===== src/rtl/fp_mul_seq.sv =====
// Sequential IEEE-754 multiplier (binary32/binary64) using a radix-2 shift-add significand core.
// Define FP_MUL_ROUND_EN for round-to-nearest-even; otherwise the result is truncated.
module fp_mul_seq #(
    parameter int X = 32
) (
    input  logic         clk,
    input  logic         rst_n,
    input  logic         start,
    input  logic [X-1:0] A,
    input  logic [X-1:0] B,
    output logic         busy,
    output logic [X-1:0] out,
    output logic         done,
    output logic         overflow_flag,
    output logic         underflow_flag,
    output logic         invalid_flag
);
    localparam int EB   = (X == 64) ? 11 : 8;
    localparam int MB   = (X == 64) ? 52 : 23;
    localparam int BIAS = (X == 64) ? 1023 : 127;
    localparam int S    = MB + 1;
    localparam int EW   = EB + 2;
    localparam int CW   = $clog2(S + 1);
    localparam logic signed [EW-1:0] BIAS_E  = EW'(BIAS);
    localparam logic signed [EW-1:0] EXP_MAX = EW'((1 << EB) - 1);
    localparam logic signed [EW-1:0] ONE_E   = EW'(1);
    localparam logic signed [EW-1:0] ZERO_E  = {EW{1'b0}};
`ifdef FP_MUL_ROUND_EN
    localparam logic RND_EN = 1'b1;
`else
    localparam logic RND_EN = 1'b0;
`endif

    typedef enum logic [1:0] {IDLE, MUL, NORM, ROUND} state_t;

    state_t                 state_q, state_d;
    logic                   busy_q, busy_d, done_q, done_d;
    logic [X-1:0]           out_q, out_d, spec_res_q, spec_res_d;
    logic                   ovf_q, ovf_d, unf_q, unf_d, inv_q, inv_d;
    logic                   sign_q, sign_d, special_q, special_d, spec_inv_q, spec_inv_d;
    logic signed [EW-1:0]   exp_q, exp_d;
    logic [2*S-1:0]         mcand_q, mcand_d, prod_q, prod_d;
    logic [S-1:0]           mplier_q, mplier_d;
    logic [CW-1:0]          cnt_q, cnt_d;
    logic [MB-1:0]          mant_q, mant_d;
    logic                   guard_q, guard_d, sticky_q, sticky_d;

    logic [EB-1:0]          exp_a, exp_b;
    logic [MB-1:0]          man_a, man_b;
    logic                   a_nan, b_nan, a_inf, b_inf, a_zero, b_zero, in_sign;
    logic                   round_up;
    logic [MB:0]            mant_rnd;
    logic signed [EW-1:0]   exp_rnd;

    assign exp_a   = A[X-2:MB];
    assign exp_b   = B[X-2:MB];
    assign man_a   = A[MB-1:0];
    assign man_b   = B[MB-1:0];
    assign a_nan   = (&exp_a) & (|man_a);
    assign b_nan   = (&exp_b) & (|man_b);
    assign a_inf   = (&exp_a) & ~(|man_a);
    assign b_inf   = (&exp_b) & ~(|man_b);
    assign a_zero  = (exp_a == {EB{1'b0}});
    assign b_zero  = (exp_b == {EB{1'b0}});
    assign in_sign = A[X-1] ^ B[X-1];

    // Next-state and datapath logic for the IDLE/MUL/NORM/ROUND sequence.
    always_comb begin
        state_d    = state_q;
        busy_d     = busy_q;
        done_d     = 1'b0;
        out_d      = out_q;
        ovf_d      = ovf_q;
        unf_d      = unf_q;
        inv_d      = inv_q;
        sign_d     = sign_q;
        special_d  = special_q;
        spec_res_d = spec_res_q;
        spec_inv_d = spec_inv_q;
        exp_d      = exp_q;
        mcand_d    = mcand_q;
        prod_d     = prod_q;
        mplier_d   = mplier_q;
        cnt_d      = cnt_q;
        mant_d     = mant_q;
        guard_d    = guard_q;
        sticky_d   = sticky_q;
        round_up   = 1'b0;
        mant_rnd   = {(MB+1){1'b0}};
        exp_rnd    = ZERO_E;
        case (state_q)
            IDLE: begin
                if (start) begin
                    busy_d     = 1'b1;
                    ovf_d      = 1'b0;
                    unf_d      = 1'b0;
                    inv_d      = 1'b0;
                    sign_d     = in_sign;
                    exp_d      = $signed({2'b00, exp_a}) + $signed({2'b00, exp_b}) - BIAS_E;
                    mcand_d    = {{S{1'b0}}, 1'b1, man_a};
                    mplier_d   = {1'b1, man_b};
                    prod_d     = {(2*S){1'b0}};
                    cnt_d      = {CW{1'b0}};
                    spec_inv_d = 1'b0;
                    // Special operands skip the datapath and retire through ROUND.
                    if (a_nan || b_nan || (a_inf && b_zero) || (a_zero && b_inf)) begin
                        special_d  = 1'b1;
                        spec_inv_d = 1'b1;
                        spec_res_d = {1'b0, {EB{1'b1}}, 1'b1, {(MB-1){1'b0}}};
                        state_d    = ROUND;
                    end else if (a_inf || b_inf) begin
                        special_d  = 1'b1;
                        spec_res_d = {in_sign, {EB{1'b1}}, {MB{1'b0}}};
                        state_d    = ROUND;
                    end else if (a_zero || b_zero) begin
                        special_d  = 1'b1;
                        spec_res_d = {in_sign, {(X-1){1'b0}}};
                        state_d    = ROUND;
                    end else begin
                        special_d  = 1'b0;
                        state_d    = MUL;
                    end
                end else begin
                    state_d = IDLE;
                end
            end
            MUL: begin
                if (mplier_q[0]) begin
                    prod_d = prod_q + mcand_q;
                end else begin
                    prod_d = prod_q;
                end
                mcand_d  = mcand_q << 1;
                mplier_d = mplier_q >> 1;
                cnt_d    = cnt_q + CW'(1);
                if (cnt_q == CW'(S - 1)) begin
                    state_d = NORM;
                end else begin
                    state_d = MUL;
                end
            end
            NORM: begin
                if (prod_q[2*S-1]) begin
                    exp_d    = exp_q + ONE_E;
                    mant_d   = prod_q[2*S-2:S];
                    guard_d  = prod_q[S-1];
                    sticky_d = |prod_q[S-2:0];
                end else begin
                    mant_d   = prod_q[2*S-3:S-1];
                    guard_d  = prod_q[S-2];
                    sticky_d = |prod_q[S-3:0];
                end
                state_d = ROUND;
            end
            ROUND: begin
                state_d = IDLE;
                busy_d  = 1'b0;
                done_d  = 1'b1;
                if (special_q) begin
                    out_d = spec_res_q;
                    inv_d = spec_inv_q;
                end else begin
                    round_up = RND_EN & guard_q & (sticky_q | mant_q[0]);
                    mant_rnd = {1'b0, mant_q} + {{MB{1'b0}}, round_up};
                    // An all-ones mantissa rounding up leaves zeros and bumps the exponent.
                    exp_rnd  = exp_q + $signed({{(EW-1){1'b0}}, mant_rnd[MB]});
                    if (exp_rnd >= EXP_MAX) begin
                        out_d = {sign_q, {EB{1'b1}}, {MB{1'b0}}};
                        ovf_d = 1'b1;
                    end else if (exp_rnd <= ZERO_E) begin
                        out_d = {sign_q, {(X-1){1'b0}}};
                        unf_d = 1'b1;
                    end else begin
                        out_d = {sign_q, exp_rnd[EB-1:0], mant_rnd[MB-1:0]};
                    end
                end
            end
            default: begin
                state_d = IDLE;
                busy_d  = 1'b0;
            end
        endcase
    end

    // State and datapath registers with synchronous active-low reset.
    always_ff @(posedge clk) begin
        if (!rst_n) begin
            state_q    <= IDLE;
            busy_q     <= 1'b0;
            done_q     <= 1'b0;
            out_q      <= {X{1'b0}};
            ovf_q      <= 1'b0;
            unf_q      <= 1'b0;
            inv_q      <= 1'b0;
            sign_q     <= 1'b0;
            special_q  <= 1'b0;
            spec_res_q <= {X{1'b0}};
            spec_inv_q <= 1'b0;
            exp_q      <= ZERO_E;
            mcand_q    <= {(2*S){1'b0}};
            prod_q     <= {(2*S){1'b0}};
            mplier_q   <= {S{1'b0}};
            cnt_q      <= {CW{1'b0}};
            mant_q     <= {MB{1'b0}};
            guard_q    <= 1'b0;
            sticky_q   <= 1'b0;
        end else begin
            state_q    <= state_d;
            busy_q     <= busy_d;
            done_q     <= done_d;
            out_q      <= out_d;
            ovf_q      <= ovf_d;
            unf_q      <= unf_d;
            inv_q      <= inv_d;
            sign_q     <= sign_d;
            special_q  <= special_d;
            spec_res_q <= spec_res_d;
            spec_inv_q <= spec_inv_d;
            exp_q      <= exp_d;
            mcand_q    <= mcand_d;
            prod_q     <= prod_d;
            mplier_q   <= mplier_d;
            cnt_q      <= cnt_d;
            mant_q     <= mant_d;
            guard_q    <= guard_d;
            sticky_q   <= sticky_d;
        end
    end

    assign busy           = busy_q;
    assign done           = done_q;
    assign out            = out_q;
    assign overflow_flag  = ovf_q;
    assign underflow_flag = unf_q;
    assign invalid_flag   = inv_q;
endmodule


===== config.mk =====
export PLATFORM = sky130hd
export DESIGN_NAME = fp_mul_seq
export DESIGN_NICKNAME = d
export VERILOG_FILES = /design/src/rtl/fp_mul_seq.sv
export SDC_FILE = /design/constraint.sdc
export NUM_CORES = 1
export LEC_CHECK = 0
export BUFFER_PORTS_ARGS = -buffer_cell sky130_fd_sc_hd__buf_4
export CORE_MARGIN = 2
export CORE_UTILIZATION = 50
export CTS_CLUSTER_DIAMETER = 120
export DETAILED_ROUTE_END_ITERATION = 7
export PLACE_DENSITY_LB_ADDON = 0.05
export SETUP_SLACK_MARGIN = 0.15
export SLEW_MARGIN = 10
export SYNTH_ARGS = -nofsm -noshare
export SYNTH_HDL_FRONTEND = slang
export SYNTH_SLANG_ARGS = --single-unit

===== constraint.sdc =====
create_clock -name clk -period 4 [get_ports clk]
set_input_delay 0.2 -clock clk [delete_from_list [all_inputs] [get_ports clk]]
set_output_delay 0.2 -clock clk [all_outputs]
set_load 0.01 [all_outputs]

Word level (Yosys, flattened, before mapping). Index checks and enable logic that the tools add are counted.

Input port bits: 67. Flip-flop bits (word level): 232. Logic and storage cells: 112. Output and inout bits: 37.

$lt $le $gt $ge: 2. Bitwise operators: 7. Add/sub/neg operators: 5. Reductions and logical operators: 27. Mux-type cells: 42. Eq/ne operators: 12.

Operators by type and width (count): $pmux W48 S2 (2); $mux W48 (3); $mux W32 (4); $mux W31 (2); $add A48 B48 Y48 (1); $pmux W24 S2 (1); $reduce_or A23 Y1 (2); $mux W24 (1); $mux W23 (1); $mux W10 (2); $pmux W10 S2 (1); $logic_not A8 Y1 (2); $ne A2 B2 Y1 const B (8); $reduce_and A8 Y1 (2); $mux W1 (13); $reduce_and A3 Y1 (4); $add A10 B2 Y10 const B (1); $ge A10 B9 Y1 const B (1); $le A10 B1 Y1 const B (1); $mux W2 (5); $pmux W5 S2 (1); $sub A9 B7 Y10 const B (1); $add A8 B8 Y9 (1); $pmux W1 S2 (4); 17 further kinds (31).

Depth between registers and ports, before layout. Gate-level depths: netlist of the first run.

Word-level depth: 9. Mapped depth: 14. Gate-level depth less buffers: 14.

Least setup slack after synthesis of the first run. No wires, ideal clock.

Path kind: register -> register. Start: register mcand_q[6]. End: register prod_q[47]. Setup slack: 1.048 ns. Path buffers: 0. Cell stages (with the launch flop): 11. Arrival time: 2.882 ns. Library setup time: 0.070 ns. Path through: dfxtp_1 -> ha_1 -> a21o_1 -> a211o_1 -> o2bb2ai_2 -> o31a_1 -> a211o_1 -> a21bo_1 -> a211o_1 -> a221o_1 -> a21oi_1.

Longest elaborated chain between the ends: 3.

Ends and longest elaborated chain: start, declared (RTL line 42) `logic [2*S-1:0] mcand_q, mcand_d, prod_q, prod_d;`; start signal, assigned (RTL line 200) `mcand_q <= {(2*S){1'b0}};`; start signal, assigned (RTL line 220) `mcand_q <= mcand_d;`; $add A48 B48 Y48 (RTL line 129) `prod_d = prod_q + mcand_q;`; $mux W48 (RTL line 128) `if (mplier_q[0]) begin`; $pmux W48 S2 (RTL line 91) `case (state_q)`; end signal, assigned (RTL line 201) `prod_q <= {(2*S){1'b0}};`; end signal, assigned (RTL line 221) `prod_q <= prod_d;`; end, declared (RTL line 42).

Every way passes these cells. The select of a mux whose other input is x is not followed. A chain may end at the register's enable or synchronous reset.

Worst setup path in the final report of the first run.
Start: register mcand_q[0]. End: register prod_q[32].

Same word-level chain as after synthesis.

==> results of run 1 <==
placed cells by master (no fill, tap or decap), types with 13 or more instances in the layout:
master and instances:
o21ai_0 76, a21oi_1 77, nor2b_1 62, dfxtp_1 203
nand2_1 209, nand3_1 91, a21o_1 25, buf_4 117
ha_1 65, mux2i_1 25, nand4_1 14, nor3_1 13
o211a_1 72, xnor2_1 30, a21boi_0 35, clkbuf_16 23
nor4_1 16, inv_1 33, a22oi_1 49, xor2_1 17
nor2_1 49
path summary, 6_finish.rpt:
kind              start    endpoint  slack, ps  depth (start not counted)
min reg2reg    cnt_q[4]    cnt_q[4]        450                          1
min                A[6]  mcand_q[6]         50                          4
max          mcand_q[0]  prod_q[32]        770                         11
max reg2reg  mcand_q[0]  prod_q[32]        770                         11
metrics by stage:
step / power (mW) / std cells / utilization (%)
after floorplan: 2.53 / 1383 / -
after global placement: 2.70 / 1696 / 54.8
after detailed placement: 2.71 / 1696 / 54.8
after CTS: 4.78 / 1738 / 58.1
after global routing: 4.92 / 1738 / 58.1
final: 4.73 / 1738 / 58.1
per-layer routing:
| metal | vias up | global-route usage, % |
|---|---|---|
| li1 | 5111 | - |
| met1 | 4858 | 34.6 |
| met2 | 188 | 37.8 |
| met3 | 45 | 2.67 |
| met4 | 0 | 5.60 |
| met5 | - | 0 |
state kept, by name, summed over array words and instances (netlist names):
name / count
busy: 1
cnt_q: 5
done: 1
exp_q: 10
invalid_flag: 1
mant_q: 23
mcand_q: 48
mplier_q: 24
out: 32
overflow_flag: 1
prod_q: 48
sign_q: 1
spec_inv_q: 1
spec_res_q: 3
special_q: 1
state_q: 2
underflow_flag: 1
repair_timing:
action | CTS | global route
hold endpoints to repair | 2 | 0
hold buffers | 2 | 0
setup endpoints to repair | 0 | 0
power by group:
group	internal, mW	total, mW	switching [mW]
combinational	0.222	0.525	0.303
clock	1.23	2.07	0.838
sequential	2.08	2.14	0.0527
critical path: cells and delay by family, from the launching register on:
family / cells / cell delay [ps]
compound gates: 8 / 2040
fa+ha+maj: 2 / 650
flops: 1 / 320
simple gates: 1 / 110
cell type report:
class | instances | area, um^2 | share of cell area (%)
inverters | 33 | 124 | 0.947
multi-input cells | 1058 | 6900 | 52.7
clock inverters | 7 | 66.3 | 0.507
well taps | 285 | 357 | 2.73
flip-flops and latches | 203 | 4060 | 31.1
clock buffers | 33 | 673 | 5.15
repair buffers | 119 | 898 | 6.87
cells by family (layout without fill, tap and decap cells):
logic type                 count (synthesis)  after routing
and+or+nand+nor                          503            503
AOI/OAI and AO/OA                        416            416
adders and majority gates                 67             67
DFF                                      203            203
xor gates and xnor gates                  47             47
muxes                                     25             25
buffers and inverters                    122            192
==> results.cfg, run 1 <==
[worst_setup_path]
path_cells = ha_1 -> fa_1 -> a211oi_1 -> o21ai_0 -> a21oi_1 -> o21ai_0 -> a21oi_1 -> o21ai_0 -> o2111ai_1 -> nand3_1 -> a32o_1
arrival_ps = 3640
end_kind = flip-flop
cp-start-kind = flip-flop
worst_path_max_delay_cell = fa_1
path_common_cell = o21ai_0
crit_required_ps = 4400
critPathMaxStageDelay_ps = 420
crit_type = reg -> reg
critical_path.max_fanout = 4

[clocking]
cts_tree = yes
cts-root-buf = clkbuf_16
cts_buffer_depth = 3
cts_sinks = 203
cts.clk_slew.worst_paths_ps = 60
numCtsBuffers = 23
post-cts-setup-buffers = 0
worstSkewPairLatency_ps = 510
cts.repair.resized = 0
htree_levels = 1

[placed_design]
place_area_um2 = 12300
dp_hpwl_um = 20000
pre_cts_ws_ps = 785
place_congestion = 0.910
portBuffers = 103

[detailed_routing]
wirelength_um = 28800
drt_iter0_markers = 596
drt_first_pass_iters = 5
wl_per_cell_um = 16.6
vias = 10202
routed.top_layer = met4
met1Wirelength_um = 14500
final_antenna_net_count = 0
remaining_drc_errors = 0
dr_wl_met3_um = 1120
met2_length_um = 12600
vias_per_cell = 5.87

[pwr]
cellPowerDensity_nw_per_um2 = 362
p_leak_nw = 5.97
ir_worst_vdd_uv = 324

[yosys]
syn_area_um2 = 11400
synth_area_leaders = dfxtp_1 36%, ha_1 7.1%, nand2_1 6.9%
synth_top_area_cell = dfxtp_1
yosys_register_bits = 203
syn_inst = 1383
synth-seq-area-share_pct = 35.7
yosysMostFrequentCell = nand2_1
async_flop_share_pct = 0
synth_top_cell_area_share_pct = 35.7
yosys-top-cells-count = 210 x nand2_1, 203 x dfxtp_1, 91 x nand3_1
synth_cell_types = 61
yosys.area_share.simple_pct = 21.0
ys_warn_count = 0
synth_nets = 1517
synth-compound-area-share_pct = 26.0
synth_mux_area_share_pct = 2.20
synth_xor_area_share_pct = 3.61
ys_dominant_reg_cell = dfxtp_1
synth_top_family_by_area = compound AO/OA/AOI/OAI gates
synth_edf_count = 0
synthAdderAreaFrac_pct = 7.49
syn_area_per_cell_um2 = 8.24

[flow_run]
cap_violations = 0

[timing]
rsz0062_at_grt = false
timing.final.ws_setup_ps = 766
finalCritPeriodShare_pct = 80.9
slew_headroom_pct = 28.3
fin_setup_tns_ps = 0
skew_ps = 6.89
fmax_mhz = 309
tightest_slew_ps = 1070
final.min_clock_period_ps = 3230
holdWs_ps = 50.7
slew_viol_final = 0
setup_viol = 0
finalHoldViolations = 0

[final_layout]
area_delta_synth_final_pct = 14.8
nets = 1572
num_antenna_cells = 0
drive_above_1_share_pct = 11.5
final_cell_area_um2 = 13100
nFillCells = 2093

[global_route]
grt_start_max_net_pins = 92
grt_use_total_pct = 23.8
gr-total-overflow = 0
grt_pass1_vias = 9712
antenna_found_initial = 0
grt_first_pass_wirelength_um = 48300

[floorplanning]
start_util_pct = 50.6
fp.dieH_um = 155
die_w_um = 155
core.rowCount = 55
core_area_um2 = 22500
die-area_um2 = 24000
pin_count = 104

[status]
outcome = complete, no violations

[worst_hold_path]
hold_class = in -> reg
Power figures use the tool's default switching activity.
==> run 2: changes to the inputs <==
==> constraint.sdc (replaced) <==
create_clock -name clk -period 3.3 [get_ports clk]
set_input_delay 0.165 -clock clk [delete_from_list [all_inputs] [get_ports clk]]
set_output_delay 0.165 -clock clk [all_outputs]
set_load 0.01 [all_outputs]
==> results.cfg, run 2 (same netlist as run 1, synthesis figures left out) <==
[placed_design]
portBuffers = 103
place_inst = 1705
place_congestion = 0.907
dp_hpwl_um = 20000
pre_cts_ws_ps = 142
place_area_um2 = 12400

[clocking]
cts_sinks = 203
cts-root-buf = clkbuf_16
cts_buffer_depth = 3
htree_levels = 1
worstSkewPairLatency_ps = 520
cts.clk_slew.worst_paths_ps = 60
cts_tree = yes
numCtsBuffers = 24

[global_route]
grt_first_pass_wirelength_um = 48000
antenna_found_initial = 0
grt_use_total_pct = 23.8
gr-total-overflow = 0
grt_pass1_vias = 9635
grt_start_max_net_pins = 180

[worst_setup_path]
end_kind = flip-flop
crit_type = reg -> reg
crit_required_ps = 3740
critical_path.max_fanout = 5
arrival_ps = 3500
cp-start-kind = flip-flop

[timing]
slew_headroom_pct = 41.1
finalCritPeriodShare_pct = 92.5
fmax_mhz = 328
rsz0062_at_grt = false
timing.final.ws_setup_ps = 247
tightest_slew_ps = 884
slew_viol_final = 0
finalHoldViolations = 0
setup_viol = 0
skew_ps = 14.3
final.min_clock_period_ps = 3050
fin_setup_tns_ps = 0

[pwr]
ir_worst_vdd_uv = 318
cellPowerDensity_nw_per_um2 = 449
p_leak_nw = 6.13

[detailed_routing]
drt_first_pass_iters = 5
vias = 10255
wirelength_um = 29100
final_antenna_net_count = 0
vias_per_cell = 5.81
remaining_drc_errors = 0
wl_per_cell_um = 16.5
drt_iter0_markers = 665

[floorplanning]
core.rowCount = 55
fp.dieH_um = 155
start_util_pct = 50.6
pin_count = 104
core_area_um2 = 22500
die_w_um = 155
die-area_um2 = 24000

[worst_hold_path]
hold_class = in -> reg

[final_layout]
nFillCells = 2065
area_delta_synth_final_pct = 18.1
nets = 1595
final_cell_area_um2 = 13500
stdcell_count = 1764
layout_common_cells = 209 x nand2_1, 203 x dfxtp_1, 126 x buf_4
final_common_cell = nand2_1
drive_above_1_share_pct = 13.0
final_core_util_pct = 59.8
num_antenna_cells = 0

[flow_run]
cap_violations = 0

[status]
outcome = complete, no violations
-- run 2: worst paths after layout --
| check | from | end | slack (ps) | cells after the start |
|---|---|---|---|---|
| max | mcand_q[22] | prod_q[47] | 250 | 10 |
| min | B[20] | mplier_q[20] | 10 | 4 |
| max reg2reg | mcand_q[22] | prod_q[47] | 250 | 10 |
| min reg2reg | cnt_q[3] | cnt_q[3] | 460 | 1 |
-- run 2: final cells by class --
cell class | count | area, um^2 | area share (%)
clock buffer | 31 | 698 | 5.19
clock inverter | 13 | 146 | 1.09
inverter | 33 | 124 | 0.921
multi-input combinational | 1058 | 6960 | 51.7
sequential | 203 | 4060 | 30.2
tap | 285 | 357 | 2.65
timing repair buffer | 141 | 1110 | 8.22
-- run 2: power breakdown --
group / switching (mW) / internal, mW / total (mW) / leakage, nW
clock: 1.05 / 1.72 / 2.78 / 0.424
combinational: 0.378 / 0.290 / 0.668 / 4.06
sequential: 0.0639 / 2.53 / 2.59 / 1.65
-- run 2: per-layer routing --
metal	routed length [um]	GRT usage [%]
met5	0	0
met4	553	6.08
met3	1260	2.34
met2	13000	37.8
met1	14400	34.7
-- run 2: metrics by stage --
stage                     total power [mW]  hold WS, ps
final                                 6.04         12.6
after global routing                  6.28         29.6
after CTS                             6.10        0.699
after detailed placement              3.29          450
after global placement                3.29          441
after floorplan                       3.07          310
-- run 2: what timing repair did --
item,4_1_cts,5_1_grt
gates resized for setup,2,12
hold buffers,14,0
endpoints found under the setup margin,2,13
pin swaps,1,4
hold endpoints to repair,14,0
buffers inserted,0,1
cloned,0,0
-- run 2: worst max-delay path: stages (launching register included) --
cell and delay (ps):
dfxtp_1 320, ha_1 380, a21oi_2 180, o21ai_0 140
or3_1 320, o31a_1 370, a211o_1 300, a21bo_1 210
a211o_1 310, a221o_1 310, a21oi_1 130
==> run 3: changes to the inputs <==
==> constraint.sdc (replaced) <==
create_clock -name clk -period 3.9 [get_ports clk]
set_input_delay 0.195 -clock clk [delete_from_list [all_inputs] [get_ports clk]]
set_output_delay 0.195 -clock clk [all_outputs]
set_load 0.01 [all_outputs]
==> results.cfg, run 3 (same netlist as run 1, synthesis figures left out) <==
[status]
outcome = complete, no violations

[detailed_routing]
wl_per_cell_um = 16.4
vias = 10077
vias_per_cell = 5.80
drt_iter0_markers = 542
wirelength_um = 28600
remaining_drc_errors = 0
drt_first_pass_iters = 5
final_antenna_net_count = 0

[worst_setup_path]
r2r_end = prod_q[32]
crit_required_ps = 4290
arrival_ps = 3650
startpoint = mcand_q[0]
r2r-start = mcand_q[0]
cp_num_cells = 11
rrSetupSlack_ps = 640
crit_type = reg -> reg
rr_worst_depth = 11
path_cells = ha_1 -> fa_1 -> a211oi_1 -> o21ai_0 -> a21oi_1 -> o21ai_0 -> a21oi_1 -> o21ai_0 -> o2111ai_1 -> a21o_1 -> a32o_1
end_kind = flip-flop
path_common_cell = o21ai_0
crit_family = compound AO/OA/AOI/OAI gates
critical_path.max_fanout = 4
path_buf_inv = 0
cp-start-kind = flip-flop
worst_path_max_delay_cell = o21ai_0
critPathMaxStageDelay_ps = 610
cp-endpoint = prod_q[32]

[clocking]
worstSkewPairLatency_ps = 510
htree_levels = 1
cts.clk_slew.worst_paths_ps = 60
numCtsBuffers = 23
cts_tree = yes
cts-root-buf = clkbuf_16
cts.repair.resized = 0
cts_buffer_depth = 3
cts_sinks = 203

[floorplanning]
fp.dieH_um = 155
core_area_um2 = 22500
core.rowCount = 55
die_w_um = 155
start_util_pct = 50.6
die-area_um2 = 24000
pin_count = 104

[final_layout]
drive_above_1_share_pct = 11.4
stdcell_count = 1737
num_antenna_cells = 0
layout_common_cells = 209 x nand2_1, 203 x dfxtp_1, 116 x buf_4
nets = 1570
nFillCells = 2139
final_core_util_pct = 58.2
final_common_cell = nand2_1
area_delta_synth_final_pct = 14.9

[global_route]
use_met2_pct = 38.6
use_met1_pct = 33.4
grt_first_pass_wirelength_um = 47200
grt_start_max_net_pins = 105
grt_pass1_vias = 9429
met3_usage_pct = 2.81
gr-total-overflow = 0
grt_use_total_pct = 23.4
antenna_found_initial = 0
gr-max-usage-layer = met2

[timing]
skew_ps = 13.7
slew_headroom_pct = 28.3
finalHoldViolations = 0
fmax_mhz = 307
setup_viol = 0
slew_viol_final = 0
fin_setup_tns_ps = 0
final.min_clock_period_ps = 3260
finalCritPeriodShare_pct = 83.6
tightest_slew_ps = 1080
rsz0062_at_grt = false

[pwr]
ir_worst_vdd_uv = 304
p_leak_nw = 5.96
cellPowerDensity_nw_per_um2 = 375

[worst_hold_path]
hold_class = in -> reg

[placed_design]
place_congestion = 0.896
place_inst = 1695
dp_hpwl_um = 19800
portBuffers = 103

[flow_run]
cap_violations = 0
run 3: layout make-up:
type	count	area, um^2	area share, %
Multi-Input combinational cell	1058	6900	52.7
Sequential cell	203	4060	31.0
Timing Repair Buffer	117	881	6.73
Clock buffer	35	681	5.20
Tap cell	285	357	2.72
Inverter	33	124	0.946
Clock inverter	6	88.8	0.678
run 3: timing repair:
action / in CTS / in global routing
hold buffers: 1 / 0
setup buffers: 0 / 0
hold endpoints to repair: 1 / 0
run 3: metrics by stage:
step	total power, mW	instance area (um^2)	worst slack, ps	hold WS, ps
global route	5.11	13100	320	55.1
detailed placement	2.77	12300	677	443
finish	4.91	13100	640	42.9
global placement	2.77	12300	758	440
CTS	4.96	13100	662	23.8
floorplan	2.60	11400	948	340
run 3: worst register-to-register path, cell delays in order, from the launching register on:
cell       delay, ps
dfxtp_1          350
ha_1             190
fa_1             240
a211oi_1         110
o21ai_0          310
a21oi_1          150
o21ai_0          400
a21oi_1          160
o21ai_0          610
o2111ai_1        200
a21o_1           190
a32o_1           240
run 3: worst min-delay path by stage:
stage                     slack [ps]     start      endpoint  depth (start not counted)
after floorplan                  340      A[0]    mcand_q[0]                          2
after global placement           440  cnt_q[3]      cnt_q[3]                          1
after detailed placement         440  cnt_q[3]      cnt_q[3]                          1
after CTS                         20      A[0]    mcand_q[0]                          3
after global routing              60     B[13]  mplier_q[13]                          4
final                             40      B[9]   mplier_q[9]                          4
run 3: routing by layer:
layer  share of wire (%)  routed length (um)
met1                  50               14300
met2                  45               12800
met3                 3.8                1100
met4                 1.3                 367
met5                   0                   0
run 3: report_power, final:
group / switching, mW / internal, mW / leakage, nW
Combinational: 0.312 / 0.227 / 3.94
Sequential: 0.0527 / 2.14 / 1.65
Clock: 0.843 / 1.33 / 0.371
